File: config.mk
export PLATFORM = sky130hd
export DESIGN_NAME = ex_mem_stage_reg_flat
export DESIGN_NICKNAME = d
export VERILOG_FILES = /design/src/rtl/ex_mem_stage_reg_pkg.sv /design/src/rtl/ex_mem_stage_reg_if.sv /design/src/rtl/branch_cond_eval.sv /design/src/rtl/ex_mem_stage_reg.sv /design/src/flat_wrapper.sv
export SDC_FILE = /design/constraint.sdc
export NUM_CORES = 1
export LEC_CHECK = 0
export CELL_PAD_IN_SITES_DETAIL_PLACEMENT = 1
export CELL_PAD_IN_SITES_GLOBAL_PLACEMENT = 2
export CORE_AREA = 2 2 240 242
export DETAILED_ROUTE_END_ITERATION = 7
export DIE_AREA = 0 0 242 244
export GPL_ROUTABILITY_DRIVEN = 0
export PLACE_DENSITY_LB_ADDON = 0.1
export SYNTH_ARGS = -nofsm -noshare
export SYNTH_HDL_FRONTEND = slang
export SYNTH_SLANG_ARGS = --single-unit
File: constraint.sdc
create_clock -name clk -period 2 [get_ports clk]
set_input_delay 0.2 -clock clk [delete_from_list [all_inputs] [get_ports clk]]
set_output_delay 0.2 -clock clk [all_outputs]
set_load 0.02 [all_outputs]
File: src/rtl/ex_mem_stage_reg_pkg.sv
// Shared pipeline types for the EX/MEM boundary: NZCV bit positions,
// B.cond encodings and the bundle of MEM-side control bits.
package ex_mem_stage_reg_pkg;

  localparam int FLAG_N = 3;
  localparam int FLAG_Z = 2;
  localparam int FLAG_C = 1;
  localparam int FLAG_V = 0;

  localparam logic [3:0] COND_EQ = 4'h0;
  localparam logic [3:0] COND_NE = 4'h1;
  localparam logic [3:0] COND_HS = 4'h2;
  localparam logic [3:0] COND_LO = 4'h3;
  localparam logic [3:0] COND_MI = 4'h4;
  localparam logic [3:0] COND_PL = 4'h5;
  localparam logic [3:0] COND_VS = 4'h6;
  localparam logic [3:0] COND_VC = 4'h7;
  localparam logic [3:0] COND_HI = 4'h8;
  localparam logic [3:0] COND_LS = 4'h9;
  localparam logic [3:0] COND_GE = 4'hA;
  localparam logic [3:0] COND_LT = 4'hB;
  localparam logic [3:0] COND_GT = 4'hC;
  localparam logic [3:0] COND_LE = 4'hD;
  localparam logic [3:0] COND_AL = 4'hE;
  localparam logic [3:0] COND_NV = 4'hF;

  typedef struct packed {
    logic mem_to_reg;
    logic mem_write;
    logic mem_read;
    logic reg_write;
    logic branch_link;
    logic valid;
  } ex_mem_ctrl_t;

endpackage

File: src/rtl/ex_mem_stage_reg_if.sv
// EX-side inputs and MEM-side outputs of the EX/MEM register, including
// stall/flush; the stage register is the slave, the pipeline the master.
interface ex_mem_stage_reg_if #(
  parameter int DW = 64,
  parameter int RW = 5
);
  logic          stall;
  logic          flush;
  logic [DW-1:0] alu_result;
  logic          alu_n, alu_z, alu_c, alu_v;
  logic [DW-1:0] rd2_EX;
  logic [RW-1:0] targetReg_EX;
  logic [DW-1:0] pc_plus4_EX;
  logic [DW-1:0] br_target;
  logic [DW-1:0] rd1_EX;
  logic          set_flags_EX, branch_EX, uncondBr_EX, branchReg_EX, branchLink_EX;
  logic          memToReg_EX, memWrite_EX, memRead_EX, RegWrite_EX;
  logic          cbz_EX, cbnz_EX;
  logic [3:0]    cond_EX;

  logic          br_taken;
  logic [DW-1:0] pc_next_target;
  logic [DW-1:0] alu_result_MEM, rd2_MEM, pc_plus4_MEM;
  logic [RW-1:0] targetReg_MEM;
  logic          memToReg_MEM, memWrite_MEM, memRead_MEM, RegWrite_MEM, branchLink_MEM, valid_MEM;
  logic [3:0]    flags_q;

  modport slave (
    input  stall, flush, alu_result, alu_n, alu_z, alu_c, alu_v, rd2_EX, targetReg_EX,
           pc_plus4_EX, br_target, rd1_EX, set_flags_EX, branch_EX, uncondBr_EX,
           branchReg_EX, branchLink_EX, memToReg_EX, memWrite_EX, memRead_EX,
           RegWrite_EX, cbz_EX, cbnz_EX, cond_EX,
    output br_taken, pc_next_target, alu_result_MEM, rd2_MEM, pc_plus4_MEM, targetReg_MEM,
           memToReg_MEM, memWrite_MEM, memRead_MEM, RegWrite_MEM, branchLink_MEM,
           valid_MEM, flags_q
  );

  modport master (
    output stall, flush, alu_result, alu_n, alu_z, alu_c, alu_v, rd2_EX, targetReg_EX,
           pc_plus4_EX, br_target, rd1_EX, set_flags_EX, branch_EX, uncondBr_EX,
           branchReg_EX, branchLink_EX, memToReg_EX, memWrite_EX, memRead_EX,
           RegWrite_EX, cbz_EX, cbnz_EX, cond_EX,
    input  br_taken, pc_next_target, alu_result_MEM, rd2_MEM, pc_plus4_MEM, targetReg_MEM,
           memToReg_MEM, memWrite_MEM, memRead_MEM, RegWrite_MEM, branchLink_MEM,
           valid_MEM, flags_q
  );
endinterface

File: src/rtl/branch_cond_eval.sv
// ARM-style condition evaluation of a 4-bit cond field against NZCV.
module branch_cond_eval
  import ex_mem_stage_reg_pkg::*;
(
  input  logic [3:0] cond,
  input  logic [3:0] nzcv,
  output logic       taken
);
  logic n, z, c, v;

  assign n = nzcv[FLAG_N];
  assign z = nzcv[FLAG_Z];
  assign c = nzcv[FLAG_C];
  assign v = nzcv[FLAG_V];

  always_comb begin
    case (cond)
      COND_EQ: taken = z;
      COND_NE: taken = !z;
      COND_HS: taken = c;
      COND_LO: taken = !c;
      COND_MI: taken = n;
      COND_PL: taken = !n;
      COND_VS: taken = v;
      COND_VC: taken = !v;
      COND_HI: taken = c && !z;
      COND_LS: taken = !(c && !z);
      COND_GE: taken = (n == v);
      COND_LT: taken = (n != v);
      COND_GT: taken = !z && (n == v);
      COND_LE: taken = !(!z && (n == v));
      default: taken = 1'b1;  // AL and its 0xF alias both mean "always"
    endcase
  end
endmodule

File: src/rtl/ex_mem_stage_reg.sv
// EX/MEM pipeline register: branch resolution, NZCV flag register, and
// the registered MEM-side bundle with stall (hold) and flush (bubble).
module ex_mem_stage_reg
  import ex_mem_stage_reg_pkg::*;
#(
  parameter int DW = 64,
  parameter int RW = 5
) (
  input logic               clk,
  input logic               reset_n,
  ex_mem_stage_reg_if.slave bus
);
  ex_mem_ctrl_t  ctrl_q, ctrl_d;
  logic [DW-1:0] alu_q, alu_d;
  logic [DW-1:0] rd2_q, rd2_d;
  logic [DW-1:0] pc4_q, pc4_d;
  logic [RW-1:0] tgt_q, tgt_d;
  logic [3:0]    flags_q, flags_d;
  logic          cond_taken;

  // B.cond uses the registered flags so a flag-setter directly ahead needs no bubble.
  branch_cond_eval u_cond (
    .cond  (bus.cond_EX),
    .nzcv  (flags_q),
    .taken (cond_taken)
  );

  // CBZ/CBNZ sees Rt through the ALU, so the live Z flag is the right one.
  assign bus.br_taken = bus.uncondBr_EX ? 1'b1 :
                        bus.branch_EX   ? (bus.cbz_EX ? (bus.alu_z ^ bus.cbnz_EX) : cond_taken) :
                                          1'b0;

  assign bus.pc_next_target = bus.branchReg_EX ? bus.rd1_EX : bus.br_target;

  always_comb begin
    // NOTE: every next-state value defaults to hold before the priority chain,
    // so no path leaves a signal unassigned and no latch is inferred.
    ctrl_d  = ctrl_q;
    alu_d   = alu_q;
    rd2_d   = rd2_q;
    pc4_d   = pc4_q;
    tgt_d   = tgt_q;
    flags_d = flags_q;
    if (!bus.stall) begin
      if (bus.flush) begin
        ctrl_d = '0;
        alu_d  = '0;
        rd2_d  = '0;
        pc4_d  = '0;
        tgt_d  = '0;
      end else begin
        ctrl_d.mem_to_reg  = bus.memToReg_EX;
        ctrl_d.mem_write   = bus.memWrite_EX;
        ctrl_d.mem_read    = bus.memRead_EX;
        ctrl_d.reg_write   = bus.RegWrite_EX;
        ctrl_d.branch_link = bus.branchLink_EX;
        ctrl_d.valid       = 1'b1;
        alu_d              = bus.alu_result;
        rd2_d              = bus.rd2_EX;
        pc4_d              = bus.pc_plus4_EX;
        tgt_d              = bus.targetReg_EX;
        if (bus.set_flags_EX) begin
          flags_d[FLAG_N] = bus.alu_n;
          flags_d[FLAG_Z] = bus.alu_z;
          flags_d[FLAG_C] = bus.alu_c;
          flags_d[FLAG_V] = bus.alu_v;
        end
      end
    end
  end

  // NOTE: state registers use non-blocking assignments so every register
  // samples pre-edge values regardless of statement order.
  always_ff @(posedge clk) begin
    if (!reset_n) begin
      ctrl_q  <= '0;
      alu_q   <= '0;
      rd2_q   <= '0;
      pc4_q   <= '0;
      tgt_q   <= '0;
      flags_q <= '0;
    end else begin
      ctrl_q  <= ctrl_d;
      alu_q   <= alu_d;
      rd2_q   <= rd2_d;
      pc4_q   <= pc4_d;
      tgt_q   <= tgt_d;
      flags_q <= flags_d;
    end
  end

  assign bus.alu_result_MEM = alu_q;
  assign bus.rd2_MEM        = rd2_q;
  assign bus.pc_plus4_MEM   = pc4_q;
  assign bus.targetReg_MEM  = tgt_q;
  assign bus.memToReg_MEM   = ctrl_q.mem_to_reg;
  assign bus.memWrite_MEM   = ctrl_q.mem_write;
  assign bus.memRead_MEM    = ctrl_q.mem_read;
  assign bus.RegWrite_MEM   = ctrl_q.reg_write;
  assign bus.branchLink_MEM = ctrl_q.branch_link;
  assign bus.valid_MEM      = ctrl_q.valid;
  assign bus.flags_q        = flags_q;
endmodule

File: src/flat_wrapper.sv
// flat-port wrapper written by rule: the top's interface ports become plain ports
module ex_mem_stage_reg_flat import ex_mem_stage_reg_pkg::*;
#(
  parameter int DW = 64,
  parameter int RW = 5
)
  (clk, reset_n, bus_stall, bus_flush, bus_alu_result, bus_alu_n, bus_alu_z, bus_alu_c, bus_alu_v, bus_rd2_EX, bus_targetReg_EX, bus_pc_plus4_EX, bus_br_target, bus_rd1_EX, bus_set_flags_EX, bus_branch_EX, bus_uncondBr_EX, bus_branchReg_EX, bus_branchLink_EX, bus_memToReg_EX, bus_memWrite_EX, bus_memRead_EX, bus_RegWrite_EX, bus_cbz_EX, bus_cbnz_EX, bus_cond_EX, bus_br_taken, bus_pc_next_target, bus_alu_result_MEM, bus_rd2_MEM, bus_pc_plus4_MEM, bus_targetReg_MEM, bus_memToReg_MEM, bus_memWrite_MEM, bus_memRead_MEM, bus_RegWrite_MEM, bus_branchLink_MEM, bus_valid_MEM, bus_flags_q);
  ex_mem_stage_reg_if #(.DW(DW), .RW(RW)) bus_i ();
  input logic clk;
  input logic reset_n;
  input wire logic [$bits(bus_i.stall)-1:0] bus_stall;
  input wire logic [$bits(bus_i.flush)-1:0] bus_flush;
  input wire logic [$bits(bus_i.alu_result)-1:0] bus_alu_result;
  input wire logic [$bits(bus_i.alu_n)-1:0] bus_alu_n;
  input wire logic [$bits(bus_i.alu_z)-1:0] bus_alu_z;
  input wire logic [$bits(bus_i.alu_c)-1:0] bus_alu_c;
  input wire logic [$bits(bus_i.alu_v)-1:0] bus_alu_v;
  input wire logic [$bits(bus_i.rd2_EX)-1:0] bus_rd2_EX;
  input wire logic [$bits(bus_i.targetReg_EX)-1:0] bus_targetReg_EX;
  input wire logic [$bits(bus_i.pc_plus4_EX)-1:0] bus_pc_plus4_EX;
  input wire logic [$bits(bus_i.br_target)-1:0] bus_br_target;
  input wire logic [$bits(bus_i.rd1_EX)-1:0] bus_rd1_EX;
  input wire logic [$bits(bus_i.set_flags_EX)-1:0] bus_set_flags_EX;
  input wire logic [$bits(bus_i.branch_EX)-1:0] bus_branch_EX;
  input wire logic [$bits(bus_i.uncondBr_EX)-1:0] bus_uncondBr_EX;
  input wire logic [$bits(bus_i.branchReg_EX)-1:0] bus_branchReg_EX;
  input wire logic [$bits(bus_i.branchLink_EX)-1:0] bus_branchLink_EX;
  input wire logic [$bits(bus_i.memToReg_EX)-1:0] bus_memToReg_EX;
  input wire logic [$bits(bus_i.memWrite_EX)-1:0] bus_memWrite_EX;
  input wire logic [$bits(bus_i.memRead_EX)-1:0] bus_memRead_EX;
  input wire logic [$bits(bus_i.RegWrite_EX)-1:0] bus_RegWrite_EX;
  input wire logic [$bits(bus_i.cbz_EX)-1:0] bus_cbz_EX;
  input wire logic [$bits(bus_i.cbnz_EX)-1:0] bus_cbnz_EX;
  input wire logic [$bits(bus_i.cond_EX)-1:0] bus_cond_EX;
  output wire logic [$bits(bus_i.br_taken)-1:0] bus_br_taken;
  output wire logic [$bits(bus_i.pc_next_target)-1:0] bus_pc_next_target;
  output wire logic [$bits(bus_i.alu_result_MEM)-1:0] bus_alu_result_MEM;
  output wire logic [$bits(bus_i.rd2_MEM)-1:0] bus_rd2_MEM;
  output wire logic [$bits(bus_i.pc_plus4_MEM)-1:0] bus_pc_plus4_MEM;
  output wire logic [$bits(bus_i.targetReg_MEM)-1:0] bus_targetReg_MEM;
  output wire logic [$bits(bus_i.memToReg_MEM)-1:0] bus_memToReg_MEM;
  output wire logic [$bits(bus_i.memWrite_MEM)-1:0] bus_memWrite_MEM;
  output wire logic [$bits(bus_i.memRead_MEM)-1:0] bus_memRead_MEM;
  output wire logic [$bits(bus_i.RegWrite_MEM)-1:0] bus_RegWrite_MEM;
  output wire logic [$bits(bus_i.branchLink_MEM)-1:0] bus_branchLink_MEM;
  output wire logic [$bits(bus_i.valid_MEM)-1:0] bus_valid_MEM;
  output wire logic [$bits(bus_i.flags_q)-1:0] bus_flags_q;
  assign bus_i.stall = bus_stall;
  assign bus_i.flush = bus_flush;
  assign bus_i.alu_result = bus_alu_result;
  assign bus_i.alu_n = bus_alu_n;
  assign bus_i.alu_z = bus_alu_z;
  assign bus_i.alu_c = bus_alu_c;
  assign bus_i.alu_v = bus_alu_v;
  assign bus_i.rd2_EX = bus_rd2_EX;
  assign bus_i.targetReg_EX = bus_targetReg_EX;
  assign bus_i.pc_plus4_EX = bus_pc_plus4_EX;
  assign bus_i.br_target = bus_br_target;
  assign bus_i.rd1_EX = bus_rd1_EX;
  assign bus_i.set_flags_EX = bus_set_flags_EX;
  assign bus_i.branch_EX = bus_branch_EX;
  assign bus_i.uncondBr_EX = bus_uncondBr_EX;
  assign bus_i.branchReg_EX = bus_branchReg_EX;
  assign bus_i.branchLink_EX = bus_branchLink_EX;
  assign bus_i.memToReg_EX = bus_memToReg_EX;
  assign bus_i.memWrite_EX = bus_memWrite_EX;
  assign bus_i.memRead_EX = bus_memRead_EX;
  assign bus_i.RegWrite_EX = bus_RegWrite_EX;
  assign bus_i.cbz_EX = bus_cbz_EX;
  assign bus_i.cbnz_EX = bus_cbnz_EX;
  assign bus_i.cond_EX = bus_cond_EX;
  assign bus_br_taken = bus_i.br_taken;
  assign bus_pc_next_target = bus_i.pc_next_target;
  assign bus_alu_result_MEM = bus_i.alu_result_MEM;
  assign bus_rd2_MEM = bus_i.rd2_MEM;
  assign bus_pc_plus4_MEM = bus_i.pc_plus4_MEM;
  assign bus_targetReg_MEM = bus_i.targetReg_MEM;
  assign bus_memToReg_MEM = bus_i.memToReg_MEM;
  assign bus_memWrite_MEM = bus_i.memWrite_MEM;
  assign bus_memRead_MEM = bus_i.memRead_MEM;
  assign bus_RegWrite_MEM = bus_i.RegWrite_MEM;
  assign bus_branchLink_MEM = bus_i.branchLink_MEM;
  assign bus_valid_MEM = bus_i.valid_MEM;
  assign bus_flags_q = bus_i.flags_q;
  ex_mem_stage_reg #(.DW(DW), .RW(RW)) u_core (.clk(clk), .reset_n(reset_n), .bus(bus_i));
endmodule
==> results.py <==
metrics = {
    "floorplan": {
        "die_area_mm2": 0.0590,
        "initial_core_util_pct": 14.8,
        "ioPinCount": 620,
        "die_w_um": 242,
        "core_area_mm2": 0.0562,
        "rows": 87,
        "die_y_um": 244,
    },
    "power": {
        "p_clk_share_pct": 43.4,
        "p_int_uw": 8800,
        "ir_drop_v": 0.000658,
        "combPwrFrac_pct": 20.0,
        "seqPwrFrac_pct": 36.6,
        "p_sw_uw": 3130,
        "switching_share_pct": 26.3,
        "p_per_area_mw_per_mm2": 725,
        "p_leak_uw": 0.00568,
    },
    "setup_path": {
        "critPathKind": "reg2out",
        "cp.arrival_ns": 1.82,
        "cp-end-kind": "output pin",
        "slowest_delay_ns": 0.35,
        "r2r_setup_slack_ns": 1.17,
        "crit_path_start_kind": "register",
        "critPathLaunch": "u_core.bus.flags_q[2]$_SDFFE_PN0P_",
        "crit_required_ns": 1.80,
        "crit_chain": "mux2i_2 -> mux2_4 -> o211ai_2 -> o221ai_2 -> buf_6",
        "r2r-end": "u_core.bus.flags_q[0]$_SDFFE_PN0P_",
        "cp_max_fo": 4,
        "cp_slowest_cell": "dfxtp_4",
        "worstReg2RegStart": "u_core.bus.flags_q[0]$_SDFFE_PN0P_",
        "cpLargestDelayFamily": "multiplexers",
        "path_buf_inv": 1,
        "r2r_cells": 3,
    },
    "logic_synthesis": {
        "post_synth_inst_count": 797,
        "yosysWarnings": 0,
        "avgSynthCellArea_um2": 10.5,
        "synth_edf_count": 0,
        "synth_flop_cell": "dfxtp_1",
        "synth_cell_types": 29,
        "ys_ff_latch": 207,
        "yosysSeqAreaShare_pct": 49.7,
        "yosys.area.top_type": "dfxtp_1",
        "synth_nets": 1145,
        "synth_area_mm2": 0.00834,
        "synth.area.top_cells": "dfxtp_1 (50%), a22oi_1 (18%), nor2b_1 (15%)",
        "async_flop_share_pct": 0,
        "synth_top_area_share_pct": 49.7,
    },
    "run": {
        "maxCapViolCount": 0,
    },
    "detailed_routing": {
        "dr.pass1.iters": 4,
        "met2_length_um": 25700,
        "route.met3.wl_um": 4320,
        "first_iter_violations": 277,
        "vias": 8547,
        "highest_layer": "met5",
        "post-route-drc-count": 0,
        "ant_nets": 0,
        "wl_met1_um": 16600,
        "drt-total-wl_um": 47700,
        "wl_per_cell_um": 21.9,
        "via_per_inst": 3.92,
    },
    "global_routing": {
        "grt_max_degree": 108,
        "grt-ovfl-total": 0,
        "grt_usage_pct": 15.5,
        "grt_pass1_vias": 9064,
        "grt_pass1_wl_um": 67400,
        "antenna_found_initial": 15,
    },
    "clock_network": {
        "root_buffer": "clkbuf_16",
        "postCtsHoldBufs": 0,
        "htree_levels": 1,
        "clockBufferDepth": 3,
        "cts_sinks": 207,
        "clock_latency_ns": 0.56,
        "cts_made_buffers": 29,
        "cts_tree": "built",
        "clk_pin_slew_worst_paths_ns": 0.06,
    },
    "final_layout": {
        "drive_gt1_share_pct": 10.6,
        "final_cell_area_mm2": 0.0165,
        "mostFrequentLayoutCells": "clkdlybuf4s50_1 (615), nor2b_1 (204), dfxtp_1 (204)",
        "num-fill-cells": 6332,
        "final_nets": 1747,
        "seqCellArea_mm2": 0.00415,
        "final_common_cell": "clkdlybuf4s50_1",
        "multi_input_area_mm2": 0.00382,
        "final_core_util_pct": 29.3,
        "area_growth_syn_to_layout_pct": 97.5,
    },
    "timing": {
        "rsz0062_at_grt": "yes",
        "fmax_mhz": 495,
        "slew_viol_final": 0,
        "tns_ns": -0.0219,
        "hold_violations": 0,
        "setup_viol": 1,
        "fin_hold_ws_ns": 0.0730,
        "post-route-period-util_pct": 101,
        "worstMarginPinSlew_ns": 0.681,
        "worst_slack_ns": -0.0219,
        "fin_crit_ns": 2.02,
        "slew_headroom_pct": 54.6,
        "finalClockSkew_ns": 0,
    },
    "min_path": {
        "hold_start": "reset_n",
        "hp-class": "in2reg",
        "min_path_cells": 2,
        "hold_end": "u_core.bus.rd2_MEM[31]$_SDFFE_PN0N_",
    },
    "outcome": {
        "status": "finished with violations",
        "violations": "negative setup slack",
    },
    "placed_design": {
        "portBuffers": 619,
        "dp_hpwl_um": 36700,
        "place_area_mm2": 0.0154,
    },
}
kinds of logic after synthesis:
family / after synthesis / synth area share, %
AND/OR/NAND/NOR: 224 / 16.6
multiplexers: 66 / 8.94
AO/OA/AOI/OAI: 215 / 19.4
buffers and inverters: 79 / 4.76
flip-flops: 207 / 49.7
XOR/XNOR: 6 / 0.630
worst reg2reg max path: cells and delay by family, from the launching register on:
| kind | cells | cell delay, ns |
|---|---|---|
| AOI/OAI and AO/OA | 1 | 0.21 |
| buffers and inverters | 1 | 0.12 |
| DFF | 1 | 0.37 |
| and+or+nand+nor | 1 | 0.04 |
registers in the layout (all words and copies together), names as in the netlist:
register / flops
u_core.bus.alu_result_MEM: 64
u_core.bus.pc_plus4_MEM: 64
u_core.bus.rd2_MEM: 64
u_core.bus.targetReg_MEM: 5
u_core.bus.flags_q: 4
u_core.bus.RegWrite_MEM: 1
u_core.bus.branchLink_MEM: 1
u_core.bus.memRead_MEM: 1
u_core.bus.memToReg_MEM: 1
u_core.bus.memWrite_MEM: 1
u_core.bus.valid_MEM: 1
worst max path at each step:
stage	to	slack [ns]	depth (start not counted)
4_1_cts	bus_br_taken	-0.07	5
2_1_floorplan	bus_br_taken	0.53	4
6_report	bus_br_taken	-0.02	5
5_1_grt	bus_br_taken	-0.10	5
3_3_place_gp	bus_br_taken	-0.46	6
3_5_place_dp	bus_br_taken	-0.46	6
stage by stage:
stage	cells	worst slack, ns	power, µW
final	2180	-0.0219	11900
after global routing	2178	-0.101	12600
after CTS	2176	-0.0716	12200
after detailed placement	2121	-0.456	6880
after global placement	2121	-0.458	6860
after floorplan	797	0.531	5390
layer usage:
layer,track usage (%),vias up
li1,-,4046
met1,15.3,4085
met2,29.6,350
met3,6.23,58
met4,4.23,8
met5,0,-
cells in the mapped netlist, drive strengths merged, types with 2 or more instances:
cell	instances
a22oi	201
buf	51
nand2b	2
o21ai	2
mux2	65
a21boi	4
inv	3
nand3	4
nor2b	204
dfxtp	207
clkbuf	25
xnor2	6
a21oi	3
nor2	3
nand2	8
power by group through the flow:
stage / registers [µW] / clock network [µW] / logic, µW
global placement: 4450 / 0 / 2410
detailed placement: 4460 / 0 / 2420
global route: 4390 / 5620 / 2550
floorplan: 4640 / 0 / 748
CTS: 4370 / 5440 / 2430
finish: 4370 / 5170 / 2390
cell type report:
type / count / share of cell area [%]
Inverter: 3 / 0.0684
Clock inverter: 5 / 0.410
Tap cell: 756 / 5.75
Sequential cell: 207 / 25.2
Clock buffer: 47 / 5.37
Timing Repair Buffer: 647 / 39.9
Multi-Input combinational cell: 511 / 23.2
Antenna cell: 4 / 0.0608
repair_timing:
action / CTS / global route
pin swaps: 3 / 2
buffers inserted: 3 / 0
endpoints found under the setup margin: 1 / 1
resized for setup: 12 / 4
No activity file was read; power rests on OpenSTA's default activity.
